<file path="src/rtl/slot_sensor_scanner_pkg.sv">
// Shared definitions for the slot sensor scanner: scan FSM encoding,
// matrix geometry and the column strobe pattern driven in each state.
package slot_sensor_scanner_pkg;

  typedef enum logic [1:0] {
    ST_IDLE = 2'd0,
    ST_COL0 = 2'd1,
    ST_COL1 = 2'd2
  } scan_state_t;

  localparam int NUM_COLS  = 2;
  localparam int NUM_ROWS  = 4;
  localparam int NUM_SLOTS = NUM_COLS * NUM_ROWS;

  // Column strobes are active-low; idle drives no column.
  localparam logic [1:0] COL_DRV_IDLE = 2'b11;
  localparam logic [1:0] COL_DRV_0    = 2'b10;
  localparam logic [1:0] COL_DRV_1    = 2'b01;

  function automatic logic [1:0] col_drive_for(input scan_state_t s);
    case (s)
      ST_COL0: col_drive_for = COL_DRV_0;
      ST_COL1: col_drive_for = COL_DRV_1;
      default: col_drive_for = COL_DRV_IDLE;
    endcase
  endfunction

  function automatic logic [3:0] slot_popcount(input logic [NUM_SLOTS-1:0] v);
    logic [3:0] n;
    n = 4'd0;
    for (int i = 0; i < NUM_SLOTS; i++) begin
      n = n + 4'(v[i]);
    end
    return n;
  endfunction

endpackage

</file>
<file path="src/rtl/slot_sensor_scanner_slot_debounce.sv">
// Single-slot debouncer: a stable occupancy bit that flips only after
// DEBOUNCE_SAMPLES consecutive samples disagree with it.
module slot_debounce
  import slot_sensor_scanner_pkg::*;
#(
  parameter int DEBOUNCE_SAMPLES = 3
) (
  input  logic clk,
  input  logic rst_n,
  input  logic sample_en,
  input  logic sample,
  output logic stable,
  output logic toggle
);

  localparam int CW = $clog2(DEBOUNCE_SAMPLES + 1);
  localparam logic [CW-1:0] LAST_DISAGREE = CW'(DEBOUNCE_SAMPLES - 1);

  logic [CW-1:0] agree_cnt;
  logic [CW-1:0] agree_cnt_nxt;

  // Count consecutive disagreeing samples; an agreeing sample restarts the run.
  always_comb begin
    agree_cnt_nxt = agree_cnt;
    toggle        = 1'b0;
    if (sample_en) begin
      if (sample == stable) begin
        agree_cnt_nxt = '0;
      end else if (agree_cnt == LAST_DISAGREE) begin
        agree_cnt_nxt = '0;
        toggle        = 1'b1;
      end else begin
        agree_cnt_nxt = agree_cnt + 1'b1;
      end
    end
  end

  // Hold the run length and the debounced bit.
  always_ff @(posedge clk or negedge rst_n) begin
    if (!rst_n) begin
      agree_cnt <= '0;
      stable    <= 1'b0;
    end else begin
      agree_cnt <= agree_cnt_nxt;
      stable    <= stable ^ toggle;
    end
  end

endmodule

</file>
<file path="src/rtl/slot_sensor_scanner.sv">
// Slot sensor scanner: strobes a 2x4 active-low sensor matrix one column at
// a time, synchronises the row lines, debounces every slot and publishes a
// clean occupancy vector with valid/changed qualifiers.
// Optional feature: define SLOT_COUNT_EN to add registered num_on/num_off
// occupancy counts alongside ch.
module slot_sensor_scanner
  import slot_sensor_scanner_pkg::*;
#(
  parameter int SCAN_DIV         = 8,
  parameter int DEBOUNCE_SAMPLES = 3
) (
  input  logic       clk_internal,
  input  logic       rst_n,
  input  logic [3:0] row_sense,
  output logic [1:0] col_drive,
  output logic [7:0] ch,
  output logic       ch_valid,
  output logic       ch_changed
`ifdef SLOT_COUNT_EN
  ,
  output logic [3:0] num_on,
  output logic [3:0] num_off
`endif
);

  localparam int CNT_W = $clog2(SCAN_DIV);
  localparam int FRM_W = $clog2(DEBOUNCE_SAMPLES + 1);
  localparam logic [CNT_W-1:0] LAST_DWELL = CNT_W'(SCAN_DIV - 1);
  localparam logic [FRM_W-1:0] FRM_FULL   = FRM_W'(DEBOUNCE_SAMPLES);

  logic [NUM_ROWS-1:0]  row_s1;
  logic [NUM_ROWS-1:0]  row_s2;
  scan_state_t          state;
  scan_state_t          state_nxt;
  logic [CNT_W-1:0]     dwell;
  logic [CNT_W-1:0]     dwell_nxt;
  logic                 last_dwell;
  logic                 col1_done;
  logic [NUM_SLOTS-1:0] slot_en;
  logic [NUM_SLOTS-1:0] slot_tgl;
  logic [FRM_W-1:0]     frame_cnt;

  // Two-flop synchroniser for the asynchronous row lines; idle rows read high.
  always_ff @(posedge clk_internal or negedge rst_n) begin
    if (!rst_n) begin
      row_s1 <= '1;
      row_s2 <= '1;
    end else begin
      row_s1 <= row_sense;
      row_s2 <= row_s1;
    end
  end

  // Scan state, dwell counter and the registered column strobes.
  always_ff @(posedge clk_internal or negedge rst_n) begin
    if (!rst_n) begin
      state     <= ST_IDLE;
      dwell     <= '0;
      col_drive <= COL_DRV_IDLE;
    end else begin
      state     <= state_nxt;
      dwell     <= dwell_nxt;
      col_drive <= col_drive_for(state_nxt);
    end
  end

  // Next-state: leave idle at once, then alternate columns after each full dwell.
  always_comb begin
    state_nxt  = state;
    dwell_nxt  = dwell;
    last_dwell = 1'b0;
    case (state)
      ST_IDLE: begin
        state_nxt = ST_COL0;
        dwell_nxt = '0;
      end
      ST_COL0: begin
        if (dwell == LAST_DWELL) begin
          last_dwell = 1'b1;
          state_nxt  = ST_COL1;
          dwell_nxt  = '0;
        end else begin
          dwell_nxt = dwell + 1'b1;
        end
      end
      ST_COL1: begin
        if (dwell == LAST_DWELL) begin
          last_dwell = 1'b1;
          state_nxt  = ST_COL0;
          dwell_nxt  = '0;
        end else begin
          dwell_nxt = dwell + 1'b1;
        end
      end
      default: begin
        state_nxt = ST_IDLE;
        dwell_nxt = '0;
      end
    endcase
  end

  assign col1_done = last_dwell && (state == ST_COL1);

  // Slot i sits at column i/NUM_ROWS, row i%NUM_ROWS; it samples on the
  // last dwell cycle of its own column, by which time the rows have settled.
  for (genvar i = 0; i < NUM_SLOTS; i++) begin : g_slot
    localparam int COL = i / NUM_ROWS;
    localparam int ROW = i % NUM_ROWS;

    assign slot_en[i] = last_dwell && ((state == ST_COL1) == (COL == NUM_COLS - 1));

    slot_debounce #(
      .DEBOUNCE_SAMPLES(DEBOUNCE_SAMPLES)
    ) u_slot (
      .clk      (clk_internal),
      .rst_n    (rst_n),
      .sample_en(slot_en[i]),
      .sample   (~row_s2[ROW]),
      .stable   (ch[i]),
      .toggle   (slot_tgl[i])
    );
  end

  // One change pulse per update cycle, coincident with the new ch value.
  always_ff @(posedge clk_internal or negedge rst_n) begin
    if (!rst_n) begin
      ch_changed <= 1'b0;
    end else begin
      ch_changed <= |slot_tgl;
    end
  end

  // Count completed COL1 samples until every slot has its full sample history.
  always_ff @(posedge clk_internal or negedge rst_n) begin
    if (!rst_n) begin
      frame_cnt <= '0;
      ch_valid  <= 1'b0;
    end else begin
      if (col1_done && (frame_cnt != FRM_FULL)) begin
        frame_cnt <= frame_cnt + 1'b1;
      end
      if (col1_done && (frame_cnt == FRM_FULL - 1'b1)) begin
        ch_valid <= 1'b1;
      end
    end
  end

`ifdef SLOT_COUNT_EN
  logic [NUM_SLOTS-1:0] ch_nxt;
  logic [3:0]           on_nxt;

  assign ch_nxt = ch ^ slot_tgl;
  assign on_nxt = slot_popcount(ch_nxt);

  // Occupancy counts track the value ch is about to take, so both move together.
  always_ff @(posedge clk_internal or negedge rst_n) begin
    if (!rst_n) begin
      num_on  <= 4'd0;
      num_off <= 4'd8;
    end else begin
      num_on  <= on_nxt;
      num_off <= 4'(NUM_SLOTS) - on_nxt;
    end
  end
`endif

endmodule

</file>
<file path="config.mk">
export PLATFORM = sky130hd
export DESIGN_NAME = slot_sensor_scanner
export DESIGN_NICKNAME = d
export VERILOG_FILES = /design/src/rtl/slot_sensor_scanner_pkg.sv /design/src/rtl/slot_sensor_scanner_slot_debounce.sv /design/src/rtl/slot_sensor_scanner.sv
export SDC_FILE = /design/constraint.sdc
export NUM_CORES = 1
export LEC_CHECK = 0
export CORE_UTILIZATION = 41
export CTS_BUF_LIST = sky130_fd_sc_hd__clkbuf_8
export DETAILED_ROUTE_END_ITERATION = 10
export HOLD_SLACK_MARGIN = 0.12
export PLACE_DENSITY_LB_ADDON = 0.15
export SLEW_MARGIN = 20
export SYNTH_ARGS = -nofsm -noshare
export SYNTH_HDL_FRONTEND = slang
export SYNTH_HIERARCHICAL = 1
export SYNTH_SLANG_ARGS = --single-unit
</file>
<file path="constraint.sdc">
create_clock -name clk_internal -period 2.8 [get_ports clk_internal]
set_input_delay 0.84 -clock clk_internal [delete_from_list [all_inputs] [get_ports clk_internal]]
set_output_delay 0.84 -clock clk_internal [all_outputs]
set_load 0.1 [all_outputs]
</file>
==> flow_metrics.tcl <==
set metrics [dict create \
    status "complete, no violations" \
    cts_hold_repair.buffers 0 \
    leakage_nw 1.01 \
    num_rows 24 \
    antenna_found_initial 0 \
    vias 1202 \
    grt_start_max_net_pins 44 \
    die_width_um 69.7 \
    irDropWorstVdd_uv 237 \
    clockRootBuffer "clkbuf_8" \
    critPathMaxStageDelay_ns 0.52 \
    synth-edff-count 0 \
    wl_per_cell_um 13.6 \
    finalSetupTns_ns 0 \
    wirelength_um 3190 \
    path_cells "buf_4" \
    clkLatencyLatePin_ns 0.29 \
    path_clk_slew_ns 0.08 \
    placed_area_um2 2090 \
    final_layout_size_suffix_gt1_share_pct 22.4 \
    htree_num_levels 2 \
    crit_path_start_kind "flip-flop" \
    wl_met3_um 121 \
    cts_tree "yes" \
    globalplace.congestion 0.790 \
    postRouteAntennaNets 0 \
    overflow 0 \
    post_cts_buffers 0 \
    fin_nets 195 \
    setup_violations 0 \
    fin_area_um2 2190 \
    area_growth_pct 16.4 \
    ys_types 22 \
    max_clock_freq_mhz 517 \
    port-buffer-count 17 \
    seq_area_frac_synth_pct 57.9 \
    synth_ff_type "dfrtp_1" \
    slew_headroom_pct 37.4 \
    n_antenna_cell 0 \
    clkSinkCount 43 \
    initial_core_util_pct 42.9 \
    hold_path_class "flip-flop to flip-flop" \
    avgSynthCellArea_um2 12.0 \
    yosys.area.top_type "dfrtp_1" \
    cap_violations 0 \
    crit_fanout 1 \
    clk_path_buf_depth 2 \
    via_per_inst 5.11 \
    synthCells 157 \
    cp_top_family "flip-flops" \
    layout_min_cycle_time_ns 1.93 \
    route.detailed.drc 0 \
    crit_type "flip-flop to output pin" \
    yosys-top-cells-area "dfrtp_1 44%, dfstp_2 14%, nand3b_1 6.4%" \
    ios 18 \
    yosys_warnings 6 \
    end_kind "output pin" \
    cellPowerDensity_nw_per_um2 547 \
    drtIter0Drc 29 \
    cp.arrival_ns 1.09 \
    synth_top_area_share_pct 43.9 \
    synth_nets 170 \
    worst_pin_slew_ns 0.939 \
    hold_viol 0 \
    fillerInstances 391 \
    cp_slowest_cell "dfstp_2" \
    numCtsBuffers 5 \
    async_flop_share_pct 100 \
    cts_resized 0 \
    ys_seq_elements 43 \
    grt_usage_pct 15.0 \
    dieArea_um2 4860 \
    grt_pass1_wl_um 5620 \
    firstDrtPassIters 4 \
    worstPathRequired_ns 1.96 \
    netlist_area_um2 1880 \
    core_um2 4380 \
    finalCritPeriodShare_pct 69.1 \
    wl_met2_um 1610 \
    drv_slew 0 \
    wl_met1_um 1390 \
    post-synth-top-count-cell "dfrtp_1" \
    synth_common_cells "33 x dfrtp_1, 26 x inv_1, 16 x nand3b_1, 16 x o22ai_1, 10 x dfstp_2" \
    cp.buffers_inverters 1 \
    hold_ws_ns 0.357 \
    top_layer "met4" \
    rsz0062_at_grt "false" \
    finClkSkew_ns 0.00451 \
    dp_hpwl_um 2250 \
    first_global_vias 1223 \
    die_h_um 69.7 \
]
cells by family (layout without fill, tap and decap cells):
kind of cell    Yosys count  in the layout  share of synthesized area, %
compound gates           18             18                          6.12
xor+xnor                  9              9                          4.19
fa+ha+maj                 7              7                          4.66
buf+inv                  26             52                          5.19
flops                    43             43                          57.9
mux                      10             10                          5.86
simple gates             44             44                          16.1
metrics by stage:
stage	instances	utilization (%)	total power [mW]	setup WS, ns
final	235	49.9	1.20	0.867
after global routing	235	49.9	1.26	0.771
after CTS	235	49.9	1.21	0.853
after detailed placement	227	47.6	0.787	0.915
after global placement	227	47.6	0.782	0.977
after floorplan	157	-	0.749	0.359
placed cells by master (no fill, tap or decap), drive strengths merged:
cell type	count
or3b	8
clkbuf	7
a21o	1
inv	27
or2	1
nor3b	1
nor4	2
clkdlybuf4s50	4
nand3b	16
ha	7
dfrtp	33
nand2	1
xnor2	9
nor2	9
and2b	2
nor3	1
mux2	8
mux2i	2
a211oi	1
buf	14
and4bb	1
dfstp	10
nand2b	1
and3b	1
o22ai	16
state kept, by name, indices dropped and copies added (netlist names):
| register | flops |
|---|---|
| ch_changed | 1 |
| frame_cnt | 2 |
| state | 2 |
| g_slot.u_slot/stable | 8 |
| g_slot.u_slot/agree_cnt | 16 |
| row_s1 | 4 |
| row_s2 | 4 |
| ch_valid | 1 |
| dwell | 3 |
| col_drive | 2 |
per-layer routing:
layer  GRT usage [%]  up-vias
met4            7.11        0
met5               0        -
met2            24.8       18
met1            17.6      590
met3            4.80        9
li1                -      585
final cells by class:
class | count | area (µm²) | share of cell area [%]
sequential | 43 | 1090 | 49.7
multi-input combinational | 88 | 694 | 31.7
clock buffer | 7 | 96.3 | 4.40
timing repair buffer | 18 | 143 | 6.52
inverter | 26 | 97.6 | 4.46
clock inverter | 1 | 3.75 | 0.172
tap | 52 | 65.1 | 2.97
final timing paths:
kind	start	cells past startpoint	end	slack, ns
max	col_drive[0]	1	col_drive[0]	0.87
min	row_s1[3]	0	row_s2[3]	0.36
max reg2reg	state[0]	5	g_slot[7].u_slot/agree_cnt[0]	0.89
min reg2reg	row_s1[3]	0	row_s2[3]	0.36
max in group asynchronous	rst_n	1	g_slot[3].u_slot/agree_cnt[0]	1.53
min in group asynchronous	rst_n	1	g_slot[1].u_slot/agree_cnt[1]	0.69
where the power goes:
part	internal, mW	switching, mW	leakage (nW)
clock network	0.221	0.203	0.0557
logic	0.0339	0.0746	0.425
registers	0.648	0.0169	0.528
(Power assumes the default switching activity.)
